$ cat config.mk
export PLATFORM = sky130hd
export DESIGN_NAME = led_fader_flat
export DESIGN_NICKNAME = d
export VERILOG_FILES = /design/src/rtl/led_fader_pkg.sv /design/src/rtl/led_fader_if.sv /design/src/rtl/led_fader_channel.sv /design/src/rtl/led_fader.sv /design/src/flat_wrapper.sv
export SDC_FILE = /design/constraint.sdc
export NUM_CORES = 1
export LEC_CHECK = 0
export CAP_MARGIN = 20
export CORE_MARGIN = 2
export CORE_UTILIZATION = 55
export CTS_CLUSTER_DIAMETER = 30
export CTS_CLUSTER_SIZE = 16
export DETAILED_ROUTE_END_ITERATION = 8
export PLACE_DENSITY = 0.72
export SETUP_SLACK_MARGIN = 0.2
export SYNTH_ARGS = -nofsm -noshare
export SYNTH_HDL_FRONTEND = slang
export SYNTH_HIERARCHICAL = 1
export SYNTH_SLANG_ARGS = --single-unit
$ cat constraint.sdc
create_clock -name CLK_IN -period 4.1 [get_ports CLK_IN]
set_input_delay 0.615 -clock CLK_IN [delete_from_list [all_inputs] [get_ports CLK_IN]]
set_output_delay 0.615 -clock CLK_IN [all_outputs]
set_load 0.01 [all_outputs]
$ cat src/rtl/led_fader_pkg.sv
// Shared defaults, ramp direction type and duty mapping for led_fader.
// Defining LED_FADER_GAMMA_EN switches level_eff from linear to a squared curve.
package led_fader_pkg;

  localparam int unsigned LED_FADER_CHANNELS = 5;
  localparam int unsigned LED_FADER_PWM_BITS = 8;
  localparam int unsigned LED_FADER_STEP_DIV = 65536;

  typedef enum logic [1:0] {
    RAMP_HOLD = 2'd0,
    RAMP_UP   = 2'd1,
    RAMP_DOWN = 2'd2
  } ramp_dir_e;

  function automatic int unsigned level_max(input int unsigned bits);
    return (32'd1 << bits) - 32'd1;
  endfunction

  function automatic int unsigned level_eff(input int unsigned level, input int unsigned bits);
`ifdef LED_FADER_GAMMA_EN
    // Full scale is pinned so a finished fade-in is truly constant on.
    if (level == level_max(bits)) begin
      return level;
    end
    return (level * level) >> bits;
`else
    return level & level_max(bits);
`endif
  endfunction

endpackage

$ cat src/rtl/led_fader_if.sv
// Request/drive bundle between the LED pattern logic (master) and led_fader (slave).
interface led_fader_if
  import led_fader_pkg::*;
#(
  parameter int unsigned CHANNELS = LED_FADER_CHANNELS
);

  logic [CHANNELS-1:0] led_req;
  logic [CHANNELS-1:0] led_out;
  logic                pwm_sync;
  logic                busy;

  modport master (
    output led_req,
    input  led_out,
    input  pwm_sync,
    input  busy
  );

  modport slave (
    input  led_req,
    output led_out,
    output pwm_sync,
    output busy
  );

endinterface

$ cat src/rtl/led_fader_channel.sv
// One LED channel: saturating brightness ramp, per-period duty latch and PWM compare.
// Duty mapping follows level_eff (linear, or gamma with LED_FADER_GAMMA_EN).
module led_fader_channel
  import led_fader_pkg::*;
#(
  parameter int unsigned PWM_BITS = LED_FADER_PWM_BITS
)
(
  input  logic                i_clk,
  input  logic                i_rst,
  input  logic                i_tick,
  input  logic                i_wrap,
  input  logic [PWM_BITS-1:0] i_pwm_cnt,
  input  logic                i_req,
  output logic                o_led,
  output logic                o_at_target
);

  localparam logic [PWM_BITS-1:0] MAX = PWM_BITS'(level_max(PWM_BITS));

  logic [PWM_BITS-1:0] r_level;
  logic [PWM_BITS-1:0] r_duty;
  logic                r_led;
  logic [PWM_BITS-1:0] w_level_next;
  logic [PWM_BITS-1:0] w_duty_next;
  ramp_dir_e           w_dir;

  always_comb begin
    w_dir = RAMP_HOLD;
    if (i_tick) begin
      if (i_req && (r_level != MAX)) begin
        w_dir = RAMP_UP;
      end else if (!i_req && (r_level != '0)) begin
        w_dir = RAMP_DOWN;
      end
    end
  end

  always_comb begin
    w_level_next = r_level;
    case (w_dir)
      RAMP_UP:   w_level_next = r_level + PWM_BITS'(1);
      RAMP_DOWN: w_level_next = r_level - PWM_BITS'(1);
      default:   w_level_next = r_level;
    endcase
  end

  assign w_duty_next = PWM_BITS'(level_eff(32'(r_level), PWM_BITS));

  // Duty captures the pre-update level on the wrap edge so a period never glitches.
  always_ff @(posedge i_clk or posedge i_rst) begin
    if (i_rst) begin
      r_level <= '0;
      r_duty  <= '0;
      r_led   <= 1'b0;
    end else begin
      r_level <= w_level_next;
      if (i_wrap) begin
        r_duty <= w_duty_next;
      end
      r_led <= (r_duty == MAX) ? 1'b1 : (i_pwm_cnt < r_duty);
    end
  end

  assign o_led       = r_led;
  assign o_at_target = i_req ? (r_level == MAX) : (r_level == '0);

endmodule

$ cat src/rtl/led_fader.sv
// LED PWM fader top: shared PWM counter, step prescaler, sync pulse and busy flag.
// Build option LED_FADER_GAMMA_EN selects gamma duty mapping in every channel.
module led_fader
  import led_fader_pkg::*;
#(
  parameter int unsigned CHANNELS = LED_FADER_CHANNELS,
  parameter int unsigned PWM_BITS = LED_FADER_PWM_BITS,
  parameter int unsigned STEP_DIV = LED_FADER_STEP_DIV
)
(
  input  logic       CLK_IN,
  input  logic       RST_IN,
  led_fader_if.slave bus
);

  localparam int unsigned         PS_BITS  = (STEP_DIV > 1) ? $clog2(STEP_DIV) : 1;
  localparam logic [PS_BITS-1:0]  PS_LAST  = PS_BITS'(STEP_DIV - 1);
  localparam logic [PWM_BITS-1:0] PWM_LAST = PWM_BITS'(level_max(PWM_BITS));

  logic [PWM_BITS-1:0] r_pwm_cnt;
  logic [PS_BITS-1:0]  r_presc;
  logic                r_pwm_sync;
  logic                r_busy;
  logic                w_tick;
  logic                w_wrap;
  logic [CHANNELS-1:0] w_led;
  logic [CHANNELS-1:0] w_at_target;

  assign w_tick = (r_presc == PS_LAST);
  assign w_wrap = (r_pwm_cnt == PWM_LAST);

  always_ff @(posedge CLK_IN or posedge RST_IN) begin
    if (RST_IN) begin
      r_pwm_cnt  <= '0;
      r_presc    <= '0;
      r_pwm_sync <= 1'b0;
      r_busy     <= 1'b0;
    end else begin
      r_pwm_cnt  <= r_pwm_cnt + PWM_BITS'(1);
      r_presc    <= w_tick ? '0 : r_presc + PS_BITS'(1);
      r_pwm_sync <= (r_pwm_cnt == '0);
      r_busy     <= ~&w_at_target;
    end
  end

  for (genvar g = 0; g < CHANNELS; g++) begin : g_ch
    led_fader_channel #(
      .PWM_BITS (PWM_BITS)
    ) u_ch (
      .i_clk       (CLK_IN),
      .i_rst       (RST_IN),
      .i_tick      (w_tick),
      .i_wrap      (w_wrap),
      .i_pwm_cnt   (r_pwm_cnt),
      .i_req       (bus.led_req[g]),
      .o_led       (w_led[g]),
      .o_at_target (w_at_target[g])
    );
  end

  assign bus.led_out  = w_led;
  assign bus.pwm_sync = r_pwm_sync;
  assign bus.busy     = r_busy;

endmodule

$ cat src/flat_wrapper.sv
// flat-port wrapper written by rule: the top's interface ports become plain ports
module led_fader_flat import led_fader_pkg::*;
#(
  parameter int unsigned CHANNELS = LED_FADER_CHANNELS,
  parameter int unsigned PWM_BITS = LED_FADER_PWM_BITS,
  parameter int unsigned STEP_DIV = LED_FADER_STEP_DIV
)
  (CLK_IN, RST_IN, bus_led_req, bus_led_out, bus_pwm_sync, bus_busy);
  led_fader_if #(.CHANNELS(CHANNELS)) bus_i ();
  input  logic CLK_IN;
  input  logic RST_IN;
  input wire logic [$bits(bus_i.led_req)-1:0] bus_led_req;
  output wire logic [$bits(bus_i.led_out)-1:0] bus_led_out;
  output wire logic [$bits(bus_i.pwm_sync)-1:0] bus_pwm_sync;
  output wire logic [$bits(bus_i.busy)-1:0] bus_busy;
  assign bus_i.led_req = bus_led_req;
  assign bus_led_out = bus_i.led_out;
  assign bus_pwm_sync = bus_i.pwm_sync;
  assign bus_busy = bus_i.busy;
  led_fader #(.CHANNELS(CHANNELS), .PWM_BITS(PWM_BITS), .STEP_DIV(STEP_DIV)) u_core (.CLK_IN(CLK_IN), .RST_IN(RST_IN), .bus(bus_i));
endmodule
==> results of run 1 <==
[power by group]
| group | leakage [uW] | internal (uW) | switching (uW) | total, uW |
|---|---|---|---|---|
| sequential | 0.00149 | 1090 | 0.00574 | 1090 |
| clock | 0.000145 | 478 | 386 | 864 |
| combinational | 0.00181 | 8.11 | 27.6 | 35.7 |
[worst max-delay path by stage]
stage,startpoint,slack [ns],cells past startpoint,end
global placement,u_core/r_presc[0],0.81,13,u_core/g_ch[3].u_ch/r_level[7]
CTS,u_core/r_presc[0],0.65,13,u_core/g_ch[1].u_ch/r_level[7]
detailed placement,u_core/r_presc[0],0.67,13,u_core/g_ch[1].u_ch/r_level[7]
floorplan,u_core/r_presc[0],0.91,12,u_core/g_ch[0].u_ch/r_level[7]
finish,u_core/r_presc[0],0.63,13,u_core/g_ch[1].u_ch/r_level[7]
global route,u_core/r_presc[0],0.37,13,u_core/g_ch[3].u_ch/r_level[4]
[through the flow]
step,worst slack (ns),cells
after floorplan,0.9063,743
after global placement,0.8056,917
after detailed placement,0.6737,917
after CTS,0.6525,933
after global routing,0.3666,933
final,0.6274,933
[cells in the final DEF, fill, tap and decap left out, drive strengths merged, types with 14 or more instances in the layout]
| master | synthesis | final |
|---|---|---|
| dfrtp | 111 | 111 |
| a21o | 25 | 25 |
| ha | 73 | 73 |
| a21oi | 31 | 31 |
| xor2 | 26 | 26 |
| o21ai | 71 | 71 |
| nand2 | 82 | 82 |
| nand4 | 31 | 31 |
| nor2 | 35 | 35 |
| clkbuf | 10 | 14 |
| a211oi | 20 | 20 |
| xnor2 | 18 | 18 |
| inv | 60 | 60 |
[worst register-to-register path: stages (launching register included)]
cell      delay (ns)
dfrtp_1         0.40
ha_1            0.22
and4_4          0.26
nand2_4         0.07
nor4_4          0.34
buf_4           0.28
and2_1          0.16
ha_1            0.37
ha_1            0.35
a211oi_4        0.27
nor3_2          0.09
a211oi_2        0.26
xnor2_1         0.09
o32ai_1         0.21
[flip-flops by register name, summed over array words and instances, names as in the netlist]
signal / cells
u_core/bus.busy: 1
u_core/bus.pwm_sync: 1
u_core/g_ch.u_ch/o_led: 5
u_core/g_ch.u_ch/r_duty: 40
u_core/g_ch.u_ch/r_level: 40
u_core/r_presc: 16
u_core/r_pwm_cnt: 8
[kinds of logic (layout without fill, tap and decap cells)]
| family | Yosys count | in the layout | synth area share [%] |
|---|---|---|---|
| AO/OA/AOI/OAI | 198 | 198 | 18.85 |
| XOR/XNOR | 44 | 44 | 5.405 |
| adder cells (fa/ha/maj) | 78 | 78 | 14.22 |
| buffers and inverters | 76 | 94 | 4.545 |
| flip-flops | 111 | 111 | 38.96 |
| multiplexers | 15 | 15 | 2.194 |
| AND/OR/NAND/NOR | 221 | 221 | 15.83 |
[metal layers]
metal	vias to the layer above	routed length, um	global-route usage (%)
met5	-	0	0
met3	16	373	5.087
met2	72	7084	37.65
met1	2580	6435	27.02
met4	0	214	5.723
li1	2696	-	-
[layout make-up]
cell class                      count  share of cell area (%)
Multi-Input combinational cell    556                   52.27
Sequential cell                   111                   36.00
Clock buffer                       14                   3.681
Inverter                           60                   2.919
Tap cell                          172                   2.789
Timing Repair Buffer               18                   2.173
Clock inverter                      2                  0.1622
==> impl_metrics.json, run 1 <==
{
  "antenna_found_initial": 0,
  "initial_utilization_pct": 56.49,
  "dr_total_vias": 5364,
  "rows": 41,
  "ctsHoldBuffers": 0,
  "synth_nets": 828,
  "drv_slew": 0,
  "synth_seq_cells": 111,
  "clkTransAtPathRegs_ns": 0.07,
  "yosysTopAreaCell": "dfrtp_1",
  "clock_path_buffers": 2,
  "yosys_warnings": 6,
  "grt_pass1_vias": 5474,
  "holdPathEnd": "u_core/r_presc[14]",
  "synth_top_area_share_pct": 38.96,
  "cts-root-buf": "clkbuf_16",
  "setup_viol": 0,
  "vdd_ir_drop_max_mv": 0.1872,
  "fin_total_pwr_uw": 1994,
  "vias_per_cell": 5.749,
  "tns_ns": 0,
  "netlist_area_um2": 7129,
  "track_usage_pct": 21.62,
  "synth_ff_type": "dfrtp_1",
  "ys_top_cells_by_area": "dfrtp_1, ha_1, o21ai_0",
  "die_y_um": 117.9,
  "finalCritPeriodShare_pct": 84.70,
  "multiInputGateArea_um2": 4033,
  "worst-path-buf-inv": 1,
  "hold_class": "reg -> reg",
  "ant_nets": 0,
  "area_growth_pct": 8.213,
  "finalWeightedCongestion": 0.8478,
  "wl_per_cell_um": 15.12,
  "worstPathRequired_ns": 4.36,
  "hold_depth": 1,
  "hold_ws_ns": 0.4727,
  "synth.most_common_cell": "dfrtp_1",
  "hold_viol": 0,
  "crit_path_max_fanout": 14,
  "tightest_slew_ns": 0.9412,
  "max_slew_margin_pct": 36.91,
  "cts_buffers": 9,
  "path_class": "reg -> reg",
  "status": "completed",
  "core_area_um2": 12620,
  "crit_path_cell_trace": "ha_1, and4_4, nand2_4, nor4_4, buf_4, and2_1, ha_1, ha_1, a211oi_4, nor3_2, a211oi_2, xnor2_1, o32ai_1",
  "register_area_um2": 2778,
  "die_x_um": 117.9,
  "grt_setup_unrepaired": "no",
  "reg2reg_depth": 13,
  "crit_arrival_ns": 3.73,
  "r2r-start": "u_core/r_presc[0]",
  "seq_area_frac_synth_pct": 38.96,
  "min_from": "u_core/r_presc[14]",
  "cpPeakStageDelay_ns": 0.40,
  "cpMostUsedCell": "ha_1",
  "drive_above_1_share_pct": 6.570,
  "hpwl_um": 10630,
  "p_leak_uw": 0.003450,
  "max_cap_violations": 0,
  "die-area_um2": 13890,
  "io-pin-count": 14,
  "power.density_nw_per_um2": 258.5,
  "syn_avg_cell_area_um2": 9.595,
  "firstDrtPassIters": 4,
  "end_kind": "flip-flop",
  "cts_tree": "yes",
  "n_antenna_cell": 0,
  "grt_pass1_wl_um": 24760,
  "critPathSlowestCell": "dfrtp_1",
  "postSynthCellCount": 743,
  "htreeDepth": 3,
  "cts_setup_buffers": 0,
  "nFillCells": 1122,
  "cp_top_family": "adder cells",
  "grt_max_degree": 27,
  "r2r_slack_ns": 0.63,
  "cp-start-kind": "flip-flop",
  "clkSinkCount": 111,
  "grt-ovfl-total": 0,
  "cts_resized": 0,
  "place_area_um2": 7418,
  "async_flop_share_pct": 100.0,
  "final_cell_area_um2": 7715,
  "nNetsFinal": 841,
  "clock_skew_ns": 0.004898,
  "port_buffers": 13,
  "fmax_mhz": 288.0,
  "timing.rr.end": "u_core/g_ch[1].u_ch/r_level[7]",
  "drt_iter0_markers": 286,
  "clk_latency_ns": 0.35,
  "period_needed_ns": 3.473,
  "synth_edf_count": 0,
  "synth_common_cells": "dfrtp_1, nand2_1, ha_1",
  "fin_util_pct": 61.13,
  "yosysUniqueCellTypes": 45,
  "wl_um": 14110,
  "drc_errors": 0
}
Note: power is estimated with default switching activity, not from simulation.
==> run 2: changes to the inputs <==
==> constraint.sdc (replaced) <==
create_clock -name CLK_IN -period 3.24 [get_ports CLK_IN]
set_input_delay 0.486 -clock CLK_IN [delete_from_list [all_inputs] [get_ports CLK_IN]]
set_output_delay 0.486 -clock CLK_IN [all_outputs]
set_load 0.01 [all_outputs]
==> impl_metrics.json, run 2 (same netlist as run 1, synthesis figures left out) <==
{
  "largestRegisters": "u_core/g_ch.u_ch/r_duty: 40 flops, u_core/g_ch.u_ch/r_level: 40 flops, u_core/r_presc: 16 flops",
  "crit_end": "u_core/g_ch[4].u_ch/r_level[7]",
  "hold_class": "reg -> reg",
  "rows": 41,
  "firstDrtPassIters": 4,
  "hpwl_um": 10680,
  "p_seq_share_pct": 54.3,
  "tns_ns": 0,
  "clock_path_buffers": 2,
  "die_x_um": 117.9,
  "period_needed_ns": 2.993,
  "timing.rr.end": "u_core/g_ch[4].u_ch/r_level[7]",
  "track_usage_pct": 22.10,
  "cp-start-kind": "flip-flop",
  "cts_tree": "yes",
  "finalWeightedCongestion": 0.8716,
  "grt_pass1_vias": 5471,
  "clock_skew_ns": 0.005804,
  "die-area_um2": 13890,
  "core_area_um2": 12620,
  "cts_buffers": 9,
  "max_slew_margin_pct": 54.64,
  "combPwrFrac_pct": 1.9,
  "setup_viol": 0,
  "vdd_ir_drop_max_mv": 0.2768,
  "p_leak_uw": 0.003628,
  "switchingPower_uw": 522.2,
  "dp_slack_ns": 0.1744,
  "clkSinkCount": 111,
  "htreeDepth": 3,
  "final_common_cell": "dfrtp_1",
  "drt_iter0_markers": 361,
  "crit_arrival_ns": 3.24,
  "hold_ws_ns": 0.4784,
  "vias_per_cell": 5.863,
  "layout_common_cells": "dfrtp_1, nand2_1, o21ai_0, inv_1, ha_1",
  "r2r_slack_ns": 0.25,
  "tightest_slew_ns": 0.6796,
  "min_from": "u_core/r_presc[14]",
  "antenna_found_initial": 0,
  "wl_um": 14910,
  "ant_nets": 0,
  "grt-ovfl-total": 0,
  "cts-root-buf": "clkbuf_16",
  "nNetsFinal": 853,
  "io-pin-count": 14,
  "power.density_nw_per_um2": 308.6,
  "status": "completed",
  "grt_max_degree": 46,
  "p_int_uw": 2029,
  "worstPathRequired_ns": 3.49,
  "end_kind": "flip-flop",
  "die_y_um": 117.9,
  "area_growth_pct": 15.97,
  "p_sw_share_pct": 20.47,
  "startpoint": "u_core/r_presc[1]",
  "reg2reg_depth": 13,
  "finalCritPeriodShare_pct": 92.37,
  "max_cap_violations": 0,
  "fmax_mhz": 334.1,
  "p_clk_share_pct": 43.9,
  "clk_latency_ns": 0.35,
  "crit_path_max_fanout": 8,
  "wl_per_cell_um": 15.81,
  "hold_viol": 0,
  "fin_total_pwr_uw": 2552,
  "drv_slew": 0,
  "n_antenna_cell": 0,
  "path_class": "reg -> reg",
  "fin_ws_ns": 0.2473,
  "port_buffers": 13,
  "drc_errors": 0,
  "grt_setup_unrepaired": "yes",
  "grt_pass1_wl_um": 25540,
  "dr_total_vias": 5529,
  "initial_utilization_pct": 56.49,
  "r2r-start": "u_core/r_presc[1]",
  "drive_above_1_share_pct": 15.43,
  "clkTransAtPathRegs_ns": 0.07
}
[run 2: cell count changes in the layout (fill, tap and decap cells not counted), sizes merged]
cell	previous run	this run
clkinvlp	1	0
clkinv	1	2
bufinv	0	1
buf	5	17
clkbuf	14	11
[run 2: cell type report]
type	count	area, um^2
fill	1033	4352
timing repair buffer	30	269.0
tap	172	215.2
multi-input combinational	556	4484
sequential	111	2778
clock buffer	11	252.7
clock inverter	3	43.79
inverter	60	225.2
[run 2: what timing repair did]
item / 4_1_cts / 5_1_grt
resized for setup: 11 / 28
endpoints found under the setup margin: 9 / 20
hold endpoints to repair: 0 / 0
pin swaps: 1 / 15
setup buffers: 2 / 10
hold buffers: 0 / 0
[run 2: worst min path at each step]
stage                                     end  slack, ns  cells after the start
floorplan           u_core/g_ch[0].u_ch/o_led       0.41                      1
global placement           u_core/r_presc[14]       0.46                      1
detailed placement         u_core/r_presc[14]       0.46                      1
CTS                        u_core/r_presc[14]       0.48                      1
global route               u_core/r_presc[14]       0.51                      1
finish                     u_core/r_presc[14]       0.48                      1
[run 2: stage by stage]
| stage | util (%) | std cells | instance area (um^2) |
|---|---|---|---|
| after floorplan | - | 743 | 7415 |
| after global placement | 61.05 | 917 | 7704 |
| after detailed placement | 61.05 | 917 | 7704 |
| after CTS | 63.97 | 933 | 8073 |
| after global routing | 65.52 | 943 | 8268 |
| final | 65.52 | 943 | 8268 |
[run 2: power groups by stage]
stage | Clock (uW) | Combinational (uW) | Sequential [uW]
after detailed placement | 0 | 49.1 | 1410
after CTS | 1160 | 49.5 | 1380
after global routing | 1200 | 56.2 | 1380
after floorplan | 0 | 27.5 | 1410
final | 1120 | 47.5 | 1380
after global placement | 0 | 48.3 | 1410
[run 2: worst max-delay path: stages (launching register included)]
cell and delay (ns):
dfrtp_1 0.42, ha_4 0.15, and4_4 0.23, nand2_4 0.07, nor4_4 0.31, buf_6 0.19
and2_4 0.16, ha_4 0.21, ha_4 0.23, a211oi_4 0.29, nor3_4 0.09, a211oi_2 0.21
xnor2_1 0.09, o32ai_1 0.23
[run 2: routing by layer]
layer  vias up  share of wire [%]  global-route usage (%)
met4         0                1.7                   5.873
met1      2725                 46                   28.86
met2        74                 49                   37.72
met3        21                2.7                   4.264
li1       2709                  -                       -
met5         -                  0                       0
